--- src/rtl/aes_uart_pkg.sv ---
// aes_uart_pkg: shared frame sizes, assembler state encoding and block type.
package aes_uart_pkg;
    localparam int BLOCK_BYTES = 16;
    localparam int FRAME_BYTES = 32;
    typedef enum logic [1:0] {S_TEXT, S_KEY, S_HOLD} asm_state_t;
    typedef logic [127:0] aes_block_t;
endpackage

--- src/rtl/uart_block_assembler.sv ---
// uart_block_assembler: packs 32 UART bytes into a 128-bit text/key pair,
// holds the pair until accepted and drops partial frames after an idle timeout.
module uart_block_assembler
    import aes_uart_pkg::*;
#(
    parameter int unsigned TIMEOUT_CYCLES = 1_000_000
) (
    input  logic         clk,
    input  logic         rst,
    input  logic [7:0]   rx_data,
    input  logic         rx_valid,
    output aes_block_t   text,
    output aes_block_t   key,
    output logic         blk_valid,
    input  logic         blk_ready,
    output logic         busy,
    output logic         frame_err,
    output logic         overrun
);
    localparam int TW = (TIMEOUT_CYCLES > 1) ? $clog2(TIMEOUT_CYCLES + 1) : 1;
    localparam logic [TW-1:0] T_MAX = TW'(TIMEOUT_CYCLES);
    localparam logic [4:0] LAST_TEXT = 5'(BLOCK_BYTES - 1);
    localparam logic [4:0] LAST_KEY = 5'(FRAME_BYTES - 1);
    asm_state_t state_q, state_d;
    logic [4:0] cnt_q, cnt_d;
    logic [TW-1:0] timer_q, timer_d;
    aes_block_t text_q, text_d, key_q, key_d;
    logic ferr_q, ferr_d, ovr_q, ovr_d;
    logic expired;
    assign expired = (TIMEOUT_CYCLES != 0) && (timer_q == T_MAX);
    always_ff @(posedge clk) begin
        if (rst) begin
            state_q <= S_TEXT;
            cnt_q   <= '0;
            timer_q <= '0;
            text_q  <= '0;
            key_q   <= '0;
            ferr_q  <= 1'b0;
            ovr_q   <= 1'b0;
        end else begin
            state_q <= state_d;
            cnt_q   <= cnt_d;
            timer_q <= timer_d;
            text_q  <= text_d;
            key_q   <= key_d;
            ferr_q  <= ferr_d;
            ovr_q   <= ovr_d;
        end
    end
    always_comb begin
        state_d = state_q;
        cnt_d   = cnt_q;
        timer_d = timer_q;
        text_d  = text_q;
        key_d   = key_q;
        ferr_d  = 1'b0;
        ovr_d   = 1'b0;
        case (state_q)
            S_TEXT, S_KEY: begin
                if (rx_valid) begin
                    if (state_q == S_TEXT) text_d = {text_q[119:0], rx_data};
                    else key_d = {key_q[119:0], rx_data};
                    cnt_d   = cnt_q + 5'd1;
                    timer_d = '0;
                    if (cnt_q == LAST_TEXT) state_d = S_KEY;
                    if (cnt_q == LAST_KEY) begin
                        state_d = S_HOLD;
                        cnt_d   = '0;
                    end
                end else if (cnt_q != '0) begin
                    if (expired) begin
                        state_d = S_TEXT;
                        cnt_d   = '0;
                        timer_d = '0;
                        ferr_d  = 1'b1;
                    end else if (TIMEOUT_CYCLES != 0) begin
                        timer_d = timer_q + 1'b1;
                    end
                end
            end
            S_HOLD: begin
                // A byte arriving with the handshake starts the next frame
                if (blk_ready) begin
                    state_d = S_TEXT;
                    if (rx_valid) begin
                        text_d  = {text_q[119:0], rx_data};
                        cnt_d   = 5'd1;
                        timer_d = '0;
                    end
                end else if (rx_valid) begin
                    ovr_d = 1'b1;
                end
            end
            default: state_d = S_TEXT;
        endcase
    end
    always_comb begin
        text      = text_q;
        key       = key_q;
        blk_valid = (state_q == S_HOLD);
        busy      = (cnt_q != '0);
        frame_err = ferr_q;
        overrun   = ovr_q;
    end
endmodule

--- config.mk ---
export PLATFORM = sky130hd
export DESIGN_NAME = uart_block_assembler
export DESIGN_NICKNAME = d
export VERILOG_FILES = /design/src/rtl/aes_uart_pkg.sv /design/src/rtl/uart_block_assembler.sv
export SDC_FILE = /design/constraint.sdc
export NUM_CORES = 1
export LEC_CHECK = 0
export BUFFER_PORTS_ARGS = -buffer_cell sky130_fd_sc_hd__buf_2
export CAP_MARGIN = 30
export CORE_MARGIN = 2
export CORE_UTILIZATION = 47
export DETAILED_ROUTE_END_ITERATION = 8
export MAX_ROUTING_LAYER = met4
export PLACE_DENSITY_LB_ADDON = 0.08
export SKIP_CTS_REPAIR_TIMING = 1
export SYNTH_ARGS = -nofsm -noshare
export SYNTH_HDL_FRONTEND = slang
export SYNTH_SLANG_ARGS = --single-unit
--- constraint.sdc ---
create_clock -name clk -period 1.9 [get_ports clk]
set_clock_uncertainty 0.2 [all_clocks]
set_input_delay 0.095 -clock clk [delete_from_list [all_inputs] [get_ports clk]]
set_output_delay 0.095 -clock clk [all_outputs]
set_load 0.1 [all_outputs]
==> results.txt <==
----------------------------------------------------
[Run status]
  Status ... complete, but fails checks
  Violated checks ... negative setup slack

[Floorplan]
  Core box area ... 21800 um2
  Ports placed on the boundary ... 272
  Height of the chip ... 153 um
  Die W ... 153 um
  Die outline area ... 23400 um2
  Number of cell rows ... 54
  Initial Util ... 47.8%

[Worst hold path]
  Min-Delay Path Class ... in -> reg
  Endpoint of the worst hold-timing path ... timer_q[18]
  Count of cells along the worst hold path ... 5
  Hold Startpoint ... blk_ready

[Critical path]
  Largest incremental delay on the critical path ... 0.37 ns
  Peak fanout along the critical path ... 5
  Critical-path cell list ... inv_4, ha_4, nor4b_4, clkinvlp_4, buf_6, buf_12
  Crit path buf inv count ... 4
  Reg2reg path depth ... 10
  Source of the worst register-to-register timing path ... cnt_q[0]
  Startpoint-to-endpoint class of the critical path ... reg -> out
  Critical Path End Type ... output pin
  Internal reg-to-reg setup slack ... -0.21 ns
  Capture point of the worst reg-to-reg path ... timer_q[19]
  Critical path's top delay family ... buffers and inverters
  Critical Path AT ... 1.82 ns
  Worst path slowest cell ... sky130_fd_sc_hd__dfxtp_4
  Data required time of the worst path ... 1.60 ns
  Crit path launch type ... flop

[Clock tree]
  CTS tree ... yes
  Num CTS Buffers ... 29
  H-tree levels ... 1
  Root buf cell ... sky130_fd_sc_hd__clkbuf_16
  Number of sinks handled by clock tree synthesis ... 285
  Worst-Skew Late Latency ... 0.54 ns
  Clock buffer depth ... 3
  Clock-pin slew on the worst setup and hold paths ... 0.06 ns

[Synthesis]
  Cell area after synthesis ... 10400 um2
  Share of the yosys chip area belonging to registers ... 54.7%
  Synth cell types ... 52
  Yosys warning count ... 0
  Mean Syn Cell Area ... 7.86 um2
  Net count after synthesis ... 1344
  Async set or reset register ratio after synthesis ... 0%
  Dominant register cell in the synthesized netlist ... sky130_fd_sc_hd__dfxtp_1
  Flip-flop and latch count after synthesis ... 285
  Top cells by area, synth ... sky130_fd_sc_hd__dfxtp_1 55%, sky130_fd_sc_hd__nand2_1 19%, sky130_fd_sc_hd__a21oi_1 13%, sky130_fd_sc_hd__clkbuf_1 3.2%, sky130_fd_sc_hd__nand3_1 1.2%
  Area share of the largest cell type after synthesis ... 54.7%
  Count of flip-flops with a built-in enable after synthesis ... 0
  Synthesized instance count ... 1326
  Largest area contributor in the netlist ... sky130_fd_sc_hd__dfxtp_1

[Placement]
  HPWL reported at the end of detailed placement ... 18700 um
  Final weighted congestion in routability-driven placement ... 0.846
  Cell total after placement ... 1843
  Input/output buffers ... 271

[Final layout]
  Total inserted antenna cells ... 0
  Total area of sequential cells ... 5710 um2
  Layout cell share with drive strength beyond 1 ... 27.2%
  Net count reported at finish ... 1638
  Area growth syn-to-layout ... 32.9%
  Fillcell total ... 1946
  Area of combinational cells with multiple inputs ... 4460 um2
  Post-layout instance count excluding filler cells ... 1922

[Detailed routing]
  Wire length on met3 ... 1770 um
  Total iterations of the first detailed-routing run ... 7
  Antenna violation net count after detailed routing ... 0
  Total length of routed wires ... 28900 um
  Average via count per standard cell ... 5.03
  Sum of routed wire segments on met1 ... 13000 um
  WL/cell ... 15.0 um
  Via total after detailed routing ... 9667
  Detailed route wirelength on metal2 ... 13500 um
  Iteration-0 DRC Markers ... 622
  DRC violations left ... 0
  Top sig layer ... met4

[Global route]
  First-pass GRT wire length ... 45600 um
  Antenna violations before repair ... 0
  Total global-route track usage ... 23.7%
  Vias in the first global route ... 8867
  Pin count of the biggest net entering global routing ... 78
  Overflow left after global routing ... 0

[Pwr]
  LEAKAGE ... 5.60 nW
  Power per standard cell area ... 899 nW/um2
  Power, Total ... 12.4 mW
  Maximum VDD drop ... 0.834 mV

[Timing]
  Final number of setup-violating endpoints ... 26
  RSZ-0062 raised after global routing ... yes
  Setup TNS Final ... -3.57 ns
  Transition time at the pin with the least slew margin ... 0.569 ns
  Max transition margin ... 61.9%
  Final period utilization ... 111%
  Final Slew Violations ... 0
  Final Hold Violating Endpoints ... 0
  Time the worst path needs with I/O delays and setup ... 2.12 ns
  Fmax ... 0.472 GHz
  Post-layout worst setup margin ... -0.217 ns

[Job]
  Max Cap Viol ... 0

----------------------------------------------------
-- tightest hold or removal path, stage by stage --
cell	delay (ns)
sky130_fd_sc_hd__buf_2	0.12
sky130_fd_sc_hd__nand3b_1	0.21
sky130_fd_sc_hd__a2bb2oi_2	0.16
sky130_fd_sc_hd__nand3_2	0.07
sky130_fd_sc_hd__a31oi_1	0.07
-- kinds of logic after synthesis --
family	count (synthesis)	synth area share, %
compound gates	295	14.9
xor+xnor	4	0.336
flops	285	54.7
fa+ha+maj	6	0.720
simple gates	627	24.8
buf+inv	109	4.48
-- worst max-delay path by stage --
| stage | from | to | slack [ns] | depth (start not counted) |
|---|---|---|---|---|
| finish | cnt_q[0] | busy | -0.22 | 6 |
| global route | cnt_q[0] | timer_q[19] | -0.30 | 10 |
| CTS | cnt_q[0] | busy | -0.44 | 6 |
| detailed placement | cnt_q[0] | timer_q[16] | -0.27 | 8 |
| global placement | cnt_q[0] | timer_q[16] | -0.22 | 8 |
| floorplan | cnt_q[0] | timer_q[16] | -0.48 | 9 |
-- layout make-up --
| cell class | count | share of cell area (%) |
|---|---|---|
| tap | 280 | 2.53 |
| multi-input combinational | 933 | 32.2 |
| sequential | 285 | 41.3 |
| inverter | 9 | 0.316 |
| clock inverter | 8 | 0.533 |
| clock buffer | 45 | 6.47 |
| timing repair buffer | 362 | 16.7 |
-- Yosys cell counts (3+ instances only) --
cell,number
sky130_fd_sc_hd__nor3_1,7
sky130_fd_sc_hd__clkbuf_1,88
sky130_fd_sc_hd__ha_1,6
sky130_fd_sc_hd__or3_1,4
sky130_fd_sc_hd__nor2_1,9
sky130_fd_sc_hd__a21oi_1,262
sky130_fd_sc_hd__nand3b_1,4
sky130_fd_sc_hd__o211ai_1,5
sky130_fd_sc_hd__o31ai_1,3
sky130_fd_sc_hd__nor3_2,3
sky130_fd_sc_hd__nand4_1,11
sky130_fd_sc_hd__nand4b_1,3
sky130_fd_sc_hd__buf_6,3
sky130_fd_sc_hd__nand2b_1,4
sky130_fd_sc_hd__nand3_1,25
sky130_fd_sc_hd__buf_1,3
sky130_fd_sc_hd__a31oi_1,12
sky130_fd_sc_hd__or4_1,3
sky130_fd_sc_hd__dfxtp_1,285
sky130_fd_sc_hd__inv_1,9
sky130_fd_sc_hd__nand2_1,537
-- power by group --
part / switching (mW) / leakage, nW / internal [mW] / total, mW
Combinational: 0.508 / 2.83 / 0.237 / 0.745
Sequential: 0.0210 / 2.30 / 6.00 / 6.02
Clock: 2.32 / 0.477 / 3.36 / 5.68
-- cell usage in the layout, fill, tap and decap left out, types with 12 or more instances in the layout --
| cell type | netlist | layout |
|---|---|---|
| sky130_fd_sc_hd__nand3_1 | 25 | 19 |
| sky130_fd_sc_hd__clkbuf_8 | 2 | 12 |
| sky130_fd_sc_hd__nand2_1 | 537 | 536 |
| sky130_fd_sc_hd__a31oi_1 | 12 | 12 |
| sky130_fd_sc_hd__buf_12 | 0 | 16 |
| sky130_fd_sc_hd__a21oi_1 | 262 | 262 |
| sky130_fd_sc_hd__buf_4 | 1 | 62 |
| sky130_fd_sc_hd__clkbuf_16 | 0 | 30 |
| sky130_fd_sc_hd__dfxtp_1 | 285 | 280 |
| sky130_fd_sc_hd__buf_2 | 2 | 268 |
-- state kept, by name, summed over array words and instances, names as in the netlist --
signal and count:
key 128, text 128, timer_q 20, cnt_q 5
state_q 2, frame_err 1, overrun 1
-- routing by layer --
metal	vias to the layer above	track usage (%)
li1	4949	-
met1	4421	31.2
met2	248	36.7
met3	49	5.67
met4	0	6.39
met5	-	-
-- through the flow --
| step | setup slack [ns] | area, um2 | util [%] | hold WS (ns) |
|---|---|---|---|---|
| final | -0.217 | 13900 | 63.5 | 0.0334 |
| after global routing | -0.295 | 13900 | 63.5 | 0.0908 |
| after CTS | -0.436 | 13400 | 61.4 | -0.418 |
| after detailed placement | -0.270 | 12400 | 57.0 | 0.153 |
| after global placement | -0.216 | 12400 | 57.0 | 0.149 |
| after floorplan | -0.475 | 10500 | - | 0.0310 |
(Power assumes the default switching activity.)
